--- config.mk ---
export PLATFORM = sky130hd
export DESIGN_NAME = pre_if_fetch_queue
export DESIGN_NICKNAME = d
export VERILOG_FILES = /design/src/rtl/pre_if_fetch_queue.sv
export SDC_FILE = /design/constraint.sdc
export NUM_CORES = 1
export LEC_CHECK = 0
export ABC_AREA = 0
export CORE_AREA = 2 2 117 142
export CTS_CLUSTER_DIAMETER = 50
export CTS_CLUSTER_SIZE = 8
export DETAILED_ROUTE_END_ITERATION = 7
export DIE_AREA = 0 0 119 144
export GPL_ROUTABILITY_DRIVEN = 0
export PLACE_DENSITY = 0.78
export SLEW_MARGIN = 10
export SYNTH_ARGS = -nofsm -noshare
export SYNTH_HDL_FRONTEND = slang
export SYNTH_SLANG_ARGS = --single-unit
--- constraint.sdc ---
create_clock -name clk -period 4.81 [get_ports clk]
set_input_delay 0.962 -clock clk [delete_from_list [all_inputs] [get_ports clk]]
set_output_delay 0.962 -clock clk [all_outputs]
set_load 0.01 [all_outputs]
--- src/rtl/pre_if_fetch_queue.sv ---
// Pre-IF fetch unit: generates fetch PCs, keeps up to DEPTH instruction SRAM requests in flight,
// and hands completed {pc, inst} pairs to IF in order. Responses to redirected fetches are discarded.
module pre_if_fetch_queue #(
  parameter logic [31:0] RESET_PC = 32'h1c000000,
  parameter int          DEPTH    = 2,
  parameter logic [31:0] PC_STEP  = 32'd4
) (
  input  logic        clk,
  input  logic        rst,
  input  logic        exc_redirect,
  input  logic [31:0] exc_target,
  input  logic        br_redirect,
  input  logic [31:0] br_target,
  output logic        inst_sram_req,
  output logic [31:0] inst_sram_addr,
  input  logic        inst_sram_addr_ok,
  input  logic        inst_sram_data_ok,
  input  logic [31:0] inst_sram_rdata,
  input  logic        if_allow_in,
  output logic        if_valid,
  output logic [31:0] if_pc,
  output logic [31:0] if_inst
);

  localparam int PW = (DEPTH > 1) ? $clog2(DEPTH) : 1;
  localparam int CW = $clog2(DEPTH + 1);

  logic [31:0]       fetch_pc_q, fetch_pc_d;
  logic [PW-1:0]     head_q, head_d, tail_q, tail_d;
  logic [CW-1:0]     count_q, count_d;
  logic [CW-1:0]     nret_q, nret_d;
  logic [DEPTH-1:0]  stale_q, stale_d;
  logic [31:0]       pc_mem_q   [DEPTH];
  logic [31:0]       inst_mem_q [DEPTH];

  logic              redirect;
  logic [31:0]       target;
  logic              accept, resp_hit, resp_stale, store, drop_stale, pop;
  logic [PW-1:0]     resp_idx;
  logic [CW-1:0]     freed;

  function automatic logic [PW-1:0] ptr_add(input logic [PW-1:0] p, input logic [CW-1:0] n);
    int unsigned s;
    s = 32'(p) + 32'(n);
    return PW'(s % unsigned'(DEPTH));
  endfunction

  // Returned entries always form a prefix starting at head, so the oldest pending
  // entry sits nret_q slots past head; stale entries only exist when nret_q is 0.
  always_comb begin
    redirect       = exc_redirect | br_redirect;
    target         = exc_redirect ? exc_target : br_target;
    inst_sram_req  = !rst && (count_q < CW'(DEPTH));
    inst_sram_addr = fetch_pc_q;
    accept         = inst_sram_req && inst_sram_addr_ok;
    resp_idx       = ptr_add(head_q, nret_q);
    resp_hit       = inst_sram_data_ok && (nret_q < count_q);
    resp_stale     = stale_q[resp_idx];
    store          = resp_hit && !resp_stale && !redirect;
    drop_stale     = resp_hit && resp_stale && !redirect;
    if_valid       = !rst && !redirect && (count_q != '0) && (nret_q != '0) && !stale_q[head_q];
    pop            = if_valid && if_allow_in;
    if_pc          = rst ? 32'h0 : pc_mem_q[head_q];
    if_inst        = rst ? 32'h0 : inst_mem_q[head_q];
    freed          = nret_q + CW'(resp_hit);
  end

  always_comb begin
    fetch_pc_d = fetch_pc_q;
    head_d     = head_q;
    tail_d     = accept ? ptr_add(tail_q, CW'(1)) : tail_q;
    count_d    = count_q;
    nret_d     = nret_q;
    stale_d    = stale_q;
    if (redirect) begin
      // Returned entries and the one answering right now are freed; everything left is stale.
      fetch_pc_d = target;
      head_d     = ptr_add(head_q, freed);
      count_d    = count_q - freed + CW'(accept);
      nret_d     = '0;
      stale_d    = '1;
    end else begin
      if (accept) begin
        fetch_pc_d      = fetch_pc_q + PC_STEP;
        stale_d[tail_q] = 1'b0;
      end
      if (pop || drop_stale) head_d = ptr_add(head_q, CW'(1));
      count_d = count_q + CW'(accept) - CW'(pop) - CW'(drop_stale);
      nret_d  = nret_q + CW'(store) - CW'(pop);
    end
  end

  always_ff @(posedge clk or posedge rst) begin
    if (rst) begin
      fetch_pc_q <= RESET_PC;
      head_q     <= '0;
      tail_q     <= '0;
      count_q    <= '0;
      nret_q     <= '0;
      stale_q    <= '0;
    end else begin
      fetch_pc_q <= fetch_pc_d;
      head_q     <= head_d;
      tail_q     <= tail_d;
      count_q    <= count_d;
      nret_q     <= nret_d;
      stale_q    <= stale_d;
    end
  end

  // Payload storage carries no reset; occupancy is tracked entirely by the control state.
  always_ff @(posedge clk) begin
    if (accept) pc_mem_q[tail_q]   <= fetch_pc_q;
    if (store)  inst_mem_q[resp_idx] <= inst_sram_rdata;
  end

endmodule

Yosys cells after proc, flatten, opt, wreduce, memory -nomap -nowiden
Memories as Yosys holds them, arrays and structs flattened.
Index checks and enable logic that the tools add are counted.
Widths: inputs -> output; s select.
{"block": "word_totals", "ff_bits": 40, "mem_count": 2, "mem_bits_rw": 128, "wordCells": 73}
{"block": "classes", "reduce_logical": 22, "bitwise": 3, "mux": 21, "n_lt_le_gt_ge": 6, "addsub": 13}
{"memory": "inst_mem_q", "words": 2, "width": 32, "read_ports": 1, "rd_clocked_by_memory_dff": 0, "wr": 1, "line_no": "34", "text": "logic [31:0] inst_mem_q [DEPTH];"}
{"memory": "pc_mem_q", "words": 2, "width": 32, "read_ports": 1, "rd_clocked_by_memory_dff": 0, "wr": 1, "line_no": "33", "text": "logic [31:0] pc_mem_q [DEPTH];"}
{"cell": "$mux 32", "n": 5}
{"cell": "$add 32x3->32 const B", "n": 1}
{"cell": "$logic_and 1x1->1", "n": 13}
{"cell": "$mux 1", "n": 11}
{"cell": "$add 2x1->2", "n": 4}
{"cell": "$mux 2", "n": 4}
{"cell": "$reduce_bool 2->1", "n": 4}
{"cell": "$lt 1x2->1 const B", "n": 3}
{"cell": "$sub 2x1->2", "n": 3}
{"cell": "$logic_not 1->1", "n": 4}
{"cell": "$add 1x1->1", "n": 2}
{"cell": "$add 1x1->1 const B", "n": 2}
{"cell": "$and 2x2->2", "n": 1}
{"cell": "$lt 2x2->1", "n": 1}
{"cell": "$lt 2x2->1 const B", "n": 1}
{"cell": "$not 2->2", "n": 1}
{"cell": "$sub 2x2->2", "n": 1}
{"cell": "$demux 1 s1", "n": 1}
{"cell": "$ge 1x1->1 const B", "n": 1}
{"cell": "$logic_or 1x1->1", "n": 1}
{"cell": "$or 1x1->1", "n": 1}

Logic depth before layout (Yosys ltp)
{"block": "logic_depth", "ltp_word": 10, "depth_mapped": 13, "ltp_nobuf": 12}

Least setup slack after synthesis
No wires, ideal clock.
{"block": "synth_path", "path_type": "input to register", "startpoint": "input exc_redirect", "endpoint": "memory inst_mem_q[0][0], enable pin", "cell_stages": 3, "setup_slack_ns": 0.591, "setup_time_ns": 0.461, "n_path_buf": 0, "arrival_ns": 3.758, "path_cell_list": "nor4b_1 > o21ai_0 > nor3_1"}
{"block": "synth_via", "elab_chain_cells": 5}
{"element": "start, declared", "line_no": "10", "text": "input logic exc_redirect,"}
{"element": "$or 1x1->1", "line_no": "51", "text": "redirect = exc_redirect | br_redirect;"}
{"element": "$logic_not 1->1", "line_no": "59", "text": "store = resp_hit && !resp_stale && !redirect;"}
{"element": "$logic_and 1x1->1", "line_no": "59"}
{"element": "$mux 1", "line_no": "114", "text": "if (store) inst_mem_q[resp_idx] <= inst_sram_rdata;"}
{"element": "$mux 1 (implied by the code)", "line_no": "114"}
{"element": "end, declared", "line_no": "34"}
No other way between the ends.

Worst setup path in the final report
{"block": "layout_path", "startpoint": "input br_redirect", "endpoint": "output if_valid"}
{"block": "layout_via", "elab_chain_cells": 6}
{"element": "start, declared", "line_no": "12", "text": "input logic br_redirect,"}
{"element": "$or 1x1->1", "line_no": "51"}
{"element": "$logic_not 1->1", "line_no": "61", "text": "if_valid = !rst && !redirect && (count_q != '0) && (nret_q != '0) && !stale_q[head_q];"}
{"element": "$logic_and 1x1->1 (4 in series)", "line_no": "61"}
{"element": "end, declared", "line_no": "20", "text": "output logic if_valid,"}
No other way between the ends.

==> metrics.md <==
| Metric | Value |
|---|---|
| Status | `finished clean` |
| CTS root buf | `clkbuf_16` |
| Clk_lat worst skew | `420 ps` |
| Layout Skew | `12.9 ps` |
| Slowest-stage cell, CP | `clkdlybuf4s50_1` |
| Max IR drop VDD | `0.278 mV` |
| Worst Tran Pin Value | `1190 ps` |
| Final min period | `3800 ps` |
| Initial antenna violation count | `0` |
| Total track usage | `0.215` |
| Site Rows | `51` |
| CTS H-tree lvls | `4` |
| Max Clk Rate | `263 MHz` |
| Commonest non-fill, non-tap cell in the layout | `clkdlybuf4s50_1` |
| CTS tree | `done` |
| CP Class | `input port to output port` |
| Synth top area share | `0.503` |
| PortBufs | `200` |
| Setup TNS | `0 ps` |
| Final Max Tran Viols | `0` |
| Die ar. | `17,100 sq um` |
| Gr ovfl total | `0` |
| Period utilisation layout | `0.791` |
| Die H | `144 microns` |
| Setup Buffers After CTS | `0` |
| Final wirelength | `18.3 mm` |
| Post-synth top area cell | `edfxtp_1` |
| Area occupied by multi-input gates | `2580 sq um` |
| # diodes | `0` |
| Syn_area_per_cell | `12.8 sq um` |
| Rel. slew slack | `0.209` |
| Yosys warnings | `0` |
| DR WL/cell | `18.1 microns` |
| Antenna-violating nets left | `0` |
| Setup violations, final | `0` |
| Most used cell, CP | `clkdlybuf4s50_1` |
| Hold Worst Slack | `514 ps` |
| Initial DRC count | `376` |
| Static Leak | `3.85 nW` |
| M2 GR Usage | `0.361` |
| M1 GR Usage | `0.275` |
| Met3 Use GR | `0.0532` |
| # resized after CTS | `0` |
| Pwr dens | `406 nW/um^2` |
| Core ar. | `15,900 sq um` |
| Sequential area share after synthesis | `0.635` |
| Top cells by area, synth | `edfxtp_1, dfrtp_1, mux2i_1` |
| Synthesized area | `7640 sq um` |
| Die Wd | `119 microns` |
| DRC Markers | `0` |
| Largest net degree at the start of global routing | `69` |
| Sequential Area | `4850 sq um` |
| Layout cells sized above 1 | `0.0800` |
| Largest fanout on the critical path | `18` |
| EDFF count, synth | `128` |
| NumNets Final | `899` |
| Crit-path leading delay family | `buffers and inverters` |
| Number of detailed-route iterations in the first pass | `5` |
| CTS clk-pin slew, worst paths | `60 ps` |
| First-pass GRT wire length | `28.6 mm` |
| Non-filler instance count after layout | `1,012` |
| Share of synthesized registers carrying an async set or reset | `0.238` |
| Top Ports | `201` |
| Worst setup SP type | `input port` |
| Max Cap Viol | `0` |
| Fillers | `1,197` |
| Commonest cells after routing, fill and taps aside | `clkdlybuf4s50_1, edfxtp_1, nor2_1` |
| Num Clock Sinks | `168` |
| Vias in the first global route | `5,491` |
| RSZ-0062 raised after global routing | `no` |
| GR peak layer | `met2` |
| Hpwl dp | `12.8 mm` |
| Fin. Hold Viols | `0` |
| Worst hold path type | `flop to flop` |
| Slowest stage delay, CP | `580 ps` |
| Clock buffer count from CTS | `17` |
| Clock Tree Buf Depth | `2` |
| Hold_buf cts | `0` |
| Routed vias/inst | `5.35` |
| Distinct cell type count after synthesis | `58` |
| Buffers plus inverters on the worst setup path | `3` |
| Syn Inst Count | `595` |
| CP required | `3850 ps` |
| Starting Density | `0.481` |
| Post-Syn Nets | `707` |
| Vias | `5,414` |
| Placed Cells | `980` |
| CP arrival | `2840 ps` |
| Most used DFF post-synth | `edfxtp_1` |
| Area Growth Syn to Fin | `35.5%` |
| Flops & latches, synth | `168` |
| CP Cell Sequence | `clkdlybuf4s50_1 -> buf_4 -> or2_2 -> nor3_1 -> clkdlybuf4s50_1` |
| Critical Path Sink Type | `output port` |
through the flow:
stage	util	total power, mW	cell area (sq um)	setup slack [ps]
6_report	0.652	4.21	10400	1010
5_1_grt	0.652	4.38	10400	855
4_1_cts	0.652	4.23	10400	1000
3_3_place_gp	0.616	2.91	9780	960
2_1_floorplan	-	2.45	7640	591
3_5_place_dp	0.616	2.94	9780	714
cell type report:
cell class	count	area share
Clock buffer	18	0.0424
Clock inverter	14	0.0129
Inverter	11	0.00399
Multi-Input combinational cell	382	0.249
Sequential cell	168	0.469
Tap cell	212	0.0256
Timing Repair Buffer	207	0.197
state kept, by name, summed over array words and instances, names as in the netlist:
name and flops:
nret_q 2, tail_q 1, pc_mem_q 64, head_q 1, inst_sram_addr 32, count_q 2
stale_q 2, inst_mem_q 64
power by group:
| group | switching [mW] | internal, mW | total [mW] |
|---|---|---|---|
| clock network | 0.595 | 0.701 | 1.30 |
| registers | 0.241 | 1.69 | 1.93 |
| logic | 0.405 | 0.576 | 0.980 |
| total | 1.24 | 2.97 | 4.21 |
path summary, 6_finish.rpt:
check | endpoint | cells past startpoint | slack, ps | start
setup / recovery | if_valid | 5 | 1010 | br_redirect
hold / removal | pc_mem_q[1][0]$_DFFE_PP_ | 0 | 510 | inst_sram_addr[0]$_DFFE_PP0P_
setup reg to reg | count_q[1]$_DFF_PP0_ | 10 | 1210 | head_q$_DFFE_PP0P_
hold reg to reg | pc_mem_q[1][0]$_DFFE_PP_ | 0 | 510 | inst_sram_addr[0]$_DFFE_PP0P_
max in group asynchronous | head_q$_DFFE_PP0P_ | 4 | 3050 | rst
min in group asynchronous | stale_q[1]$_DFFE_PP0P_ | 4 | 1360 | rst
Yosys cell counts (6+ instances only):
library cell,number
dfrtp_1,37
nor2_1,85
a21oi_1,21
a211oi_1,12
xor2_1,10
ha_1,9
nand2_1,41
o21ai_0,17
buf_2,6
inv_1,10
mux2i_1,70
xnor2_1,25
nor3_1,10
nand3_1,12
nand4_1,6
nor2b_1,12
clkbuf_1,15
edfxtp_1,128
kinds of logic after synthesis:
kind of cell,Yosys count,synth area share
multiplexers,70,0.0917
adder cells (fa/ha/maj),9,0.0147
buffers and inverters,45,0.0313
AO/OA/AOI/OAI,68,0.0568
XOR/XNOR,35,0.0401
flip-flops,168,0.635
AND/OR/NAND/NOR,200,0.131
layer usage:
metal	up-vias	part of all wire
met1	2605	0.41
met2	229	0.50
met5	-	0
met4	0	0.019
li1	2552	-
met3	28	0.070
(Power assumes the default switching activity.)
